[config.mk]
export PLATFORM = sky130hd
export DESIGN_NAME = synch_ram_arbiter
export DESIGN_NICKNAME = d
export VERILOG_FILES = /design/src/rtl/synch_ram_arbiter.sv
export SDC_FILE = /design/constraint.sdc
export NUM_CORES = 1
export LEC_CHECK = 0
export CAP_MARGIN = 15
export CORE_MARGIN = 3
export CORE_UTILIZATION = 23
export CTS_CLUSTER_SIZE = 24
export DETAILED_ROUTE_END_ITERATION = 8
export PLACE_DENSITY_LB_ADDON = 0.12
export SYNTH_ARGS = -nofsm -noshare
export SYNTH_HDL_FRONTEND = slang
export SYNTH_SLANG_ARGS = --single-unit
[constraint.sdc]
create_clock -name clk -period 1.7 [get_ports clk]
set_input_delay 0.17 -clock clk [delete_from_list [all_inputs] [get_ports clk]]
set_output_delay 0.17 -clock clk [all_outputs]
set_load 0.1 [all_outputs]
[src/rtl/synch_ram_arbiter.sv]
// Two-port round-robin front end for a single-port synchronous byte RAM.
// One operation issues per cycle. Each response returns one cycle after acceptance, and out-of-range addresses are trapped.
module synch_ram_arbiter #(
  parameter int MEM_DEPTH = 10000,
  parameter int ADDR_W    = 16,
  parameter int DATA_W    = 8
) (
  input  logic              clk,
  input  logic              rst_n,
  input  logic              r0_req,
  input  logic              r0_we,
  input  logic [ADDR_W-1:0] r0_addr,
  input  logic [DATA_W-1:0] r0_wdata,
  output logic              r0_gnt,
  output logic              r0_rvalid,
  output logic [DATA_W-1:0] r0_rdata,
  output logic              r0_err,
  input  logic              r1_req,
  input  logic              r1_we,
  input  logic [ADDR_W-1:0] r1_addr,
  input  logic [DATA_W-1:0] r1_wdata,
  output logic              r1_gnt,
  output logic              r1_rvalid,
  output logic [DATA_W-1:0] r1_rdata,
  output logic              r1_err,
  output logic              mem_cs,
  output logic              mem_we,
  output logic              mem_re,
  output logic [ADDR_W-1:0] mem_addr,
  output logic [DATA_W-1:0] mem_wdata,
  input  logic [DATA_W-1:0] mem_rdata
);
  localparam int NUM_PORTS = 2;
  // One extra bit so that MEM_DEPTH == 2**ADDR_W is representable.
  localparam logic [ADDR_W:0] DEPTH = (ADDR_W+1)'(MEM_DEPTH);

  typedef struct packed {
    logic              we;
    logic [ADDR_W-1:0] addr;
    logic [DATA_W-1:0] wdata;
  } req_t;

  req_t [NUM_PORTS-1:0]              rq;
  req_t                              sel;
  logic [NUM_PORTS-1:0]              req, gnt, rvalid, err;
  logic [NUM_PORTS-1:0][DATA_W-1:0]  rdata;
  logic                              acc, inr;

  // prio_q: 0 = port 0 preferred. The response tag is {rd_q|err_q, port_q, err_q}.
  logic prio_q, prio_d;
  logic rd_q, rd_d, err_q, err_d, port_q, port_d;

  assign rq[0] = {r0_we, r0_addr, r0_wdata};
  assign rq[1] = {r1_we, r1_addr, r1_wdata};
  assign req   = {r1_req, r0_req};

  always_comb begin
    gnt = '0;
    if (rst_n) begin
      if (req[0] && (!req[1] || !prio_q)) gnt[0] = 1'b1;
      else if (req[1])                    gnt[1] = 1'b1;
    end
    acc       = |gnt;
    sel       = gnt[1] ? rq[1] : rq[0];
    inr       = {1'b0, sel.addr} < DEPTH;
    mem_cs    = acc & inr;
    mem_we    = mem_cs & sel.we;
    mem_re    = mem_cs & ~sel.we;
    mem_addr  = sel.addr;
    mem_wdata = sel.wdata;
    prio_d    = acc ? gnt[0] : prio_q;
    rd_d      = acc & ~sel.we;
    err_d     = acc & ~inr;
    port_d    = gnt[1];
  end

  always_ff @(posedge clk or negedge rst_n) begin
    if (!rst_n) begin
      prio_q <= 1'b0;
      rd_q   <= 1'b0;
      err_q  <= 1'b0;
      port_q <= 1'b0;
    end else begin
      prio_q <= prio_d;
      rd_q   <= rd_d;
      err_q  <= err_d;
      port_q <= port_d;
    end
  end

  for (genvar p = 0; p < NUM_PORTS; p++) begin : g_rsp
    assign rvalid[p] = rd_q  & (port_q == 1'(p));
    assign err[p]    = err_q & (port_q == 1'(p));
    assign rdata[p]  = (rvalid[p] & ~err_q) ? mem_rdata : '0;
  end

  assign r0_gnt    = gnt[0];
  assign r1_gnt    = gnt[1];
  assign r0_rvalid = rvalid[0];
  assign r1_rvalid = rvalid[1];
  assign r0_err    = err[0];
  assign r1_err    = err[1];
  assign r0_rdata  = rdata[0];
  assign r1_rdata  = rdata[1];
endmodule

==> flow_summary.ini <==
[sta]
period_minus_slack_ns = 1.993
slew_viol_final = 0
fin_skew_ns = 0.008295
slew_headroom_pct = 76.42
rsz0062_at_grt = yes
maxClockFrequency_mhz = 501.8
hold_viol_final = 0
tightest_slew_ns = 0.3508
finalSetupViolCount = 27
worst_slack_ns = -0.2929
timing.final.crit_share_pct = 117.2
fin_setup_tns_ns = -4.701

[clock_network]
cts_buffers = 3
cts_tree = built
clockBufferDepth = 2
htreeDepth = 1
cts_root_buffer = clkbuf_4
clkLatencyLatePin_ns = 0.26
clk_pin_slew_ns = 0.04
cts_sinks = 4

[worst_hold_path]
hp-class = input port to flip-flop
holdPathEnd = prio_q
worstHoldStart = r1_req
min_path_cells = 2

[finish]
antennaDiodeCount = 0
final_cell_mix = 54 x clkdlybuf4s50_1, 49 x buf_12, 22 x mux2_2
num-fill-cells = 106
syn_to_final_growth_pct = 263.7
final_common_cell = clkdlybuf4s50_1
layout.nets = 272
drive_gt1_share_pct = 56.73
final_core_util_pct = 91.93

[power_and_ir_drop]
p_per_area_mw_per_mm2 = 557.5
p_leak_nw = 1.111
comb_power_share_pct = 82.8
internal_power_mw = 0.6990
p_sw_mw = 0.7876
ir_drop_mv = 0.4100
seq_power_share_pct = 7.9
switching_share_pct = 52.98
pwr-share-clk_pct = 9.2

[synthesis]
ys_seq_area_share_pct = 13.65
syn_avg_cell_area_um2 = 9.400
synth_top_area_share_pct = 38.40
synth_cell_types = 22
syn_nets = 140
yosysTopAreaCell = mux2_2
ys_ff_latch = 4
synth_area_leaders = mux2_2 38%, and2_1 15%, dfrtp_1 14%, o32a_4 3.1%, nor2_8 2.7%
yosys_warnings = 0
syn_inst = 78
syn_area_um2 = 733.2

[critical_path]
start_kind = input port
rr_endpoint = err_q
crit_type = input port to primary output
cp_max_fo = 4
critPathRequiredTime_ns = 1.53
reg2reg_from = prio_q
cp.arrival_ns = 1.82
worstSetupEndpointType = primary output
rr_worst_depth = 4
r2r_slack_ns = 0.32

[drt]
drt-initial-drc-count = 73
vias = 1261
ant_nets = 0
routedWlPerCell_um = 23.06
first_pass_iters = 4
drc_errors = 0
wl_um = 5766
avgViaCountPerCell = 5.044

[floorplan]
start_util_pct = 25.28
die_y_um = 62.46
io_pins = 111
fp.dieW_um = 62.46
row_count = 19
die_area_mm2 = 0.003901
core_area_mm2 = 0.002900

[grt]
grt_usage_pct = 27.60
gr-total-overflow = 0
grt_pass1_vias = 1471
grt_start_max_net_pins = 9
grt_pass1_wl_um = 8148
grt_antenna_before_repair = 0

[place]
dp.final_hpwl_um = 3731
finalWeightedCongestion = 0.7880
io_buffer_count = 110

[status]
failed_checks = setup timing
status = complete, but fails checks

[job]
maxCapViolCount = 0
[repair_timing]
item / in CTS / in global routing
hold endpoints to repair: 4 / 0
hold buffers: 1 / 0
buffers inserted: 2 / 2
pin swaps: 4 / 1
setup endpoints to repair: 27 / 28
gates cloned: 2 / 0
resized for setup: 15 / 7
[metrics by stage]
stage	area (um^2)	setup WS, ns	power (mW)	hold slack, ns	cells
6_report	2666	-0.2929	1.487	0.3257	250
2_1_floorplan	778.2	-0.3129	0.7729	-0.1256	78
4_1_cts	2624	-0.2168	1.444	0.3049	248
3_3_place_gp	2497	-0.2823	1.259	0.5025	240
3_5_place_dp	2497	-0.3064	1.278	0.5280	240
5_1_grt	2666	-0.3306	1.525	0.3253	250
[layer usage]
layer / share of wire, % / track usage, % / vias up
met4: 3.9 / 14.88 / 0
met2: 54 / 51.80 / 97
met1: 34 / 27.24 / 594
met3: 7.7 / 7.374 / 18
met5: 0 / 0 / -
li1: - / - / 552
[power groups by stage]
stage | combinational (mW) | clock [mW] | sequential, mW
after CTS | 1.20 | 0.132 | 0.117
final | 1.23 | 0.137 | 0.118
after floorplan | 0.657 | 0 | 0.116
after global routing | 1.26 | 0.149 | 0.119
after detailed placement | 1.16 | 0 | 0.118
after global placement | 1.14 | 0 | 0.117
[worst max-delay path: stages]
cell	delay, ns
clkdlybuf4s50_1	0.45
nor4_2	0.27
nor4_2	0.12
o32a_4	0.37
nor3b_4	0.23
buf_12	0.20
[kinds of logic after synthesis]
group                  after synthesis  synth area share, %
flip-flops                           4                13.65
AO/OA/AOI/OAI                        6                6.654
multiplexers                        25                38.40
AND/OR/NAND/NOR                     41                39.25
buffers and inverters                2                2.047
[state kept, by name, indices dropped and copies added, names as in the netlist]
name    cells
err_q       1
port_q      1
prio_q      1
rd_q        1
[layout make-up]
type                       instances  area [um^2]  share of cell area (%)
timing repair buffer             129         1794                   67.29
tap                               42        52.55                   1.971
sequential                         4        100.1                   3.754
multi-input combinational         72        696.9                   26.14
clock buffer                       3        22.52                  0.8447
[how the worst max path moves through the flow]
stage	from	to	slack (ns)	cells past startpoint
after floorplan	prio_q	mem_we	-0.31	4
after global placement	r0_addr[5]	mem_we	-0.28	6
after detailed placement	r0_addr[5]	mem_we	-0.31	6
after CTS	prio_q	mem_we	-0.22	5
after global routing	r0_addr[5]	mem_we	-0.33	6
final	r0_addr[5]	mem_we	-0.29	6
[cells in the mapped netlist, drive strengths merged]
library cell,count
nor3,1
a21oi,1
mux2,25
nor2,6
and2,18
a31oi,1
nor2b,4
nand4bb,1
nor4,4
buf,2
o32a,1
o21ai,3
nand2,2
nand4,2
nor3b,2
dfrtp,4
and3b,1
Power figures use the tool's default switching activity.
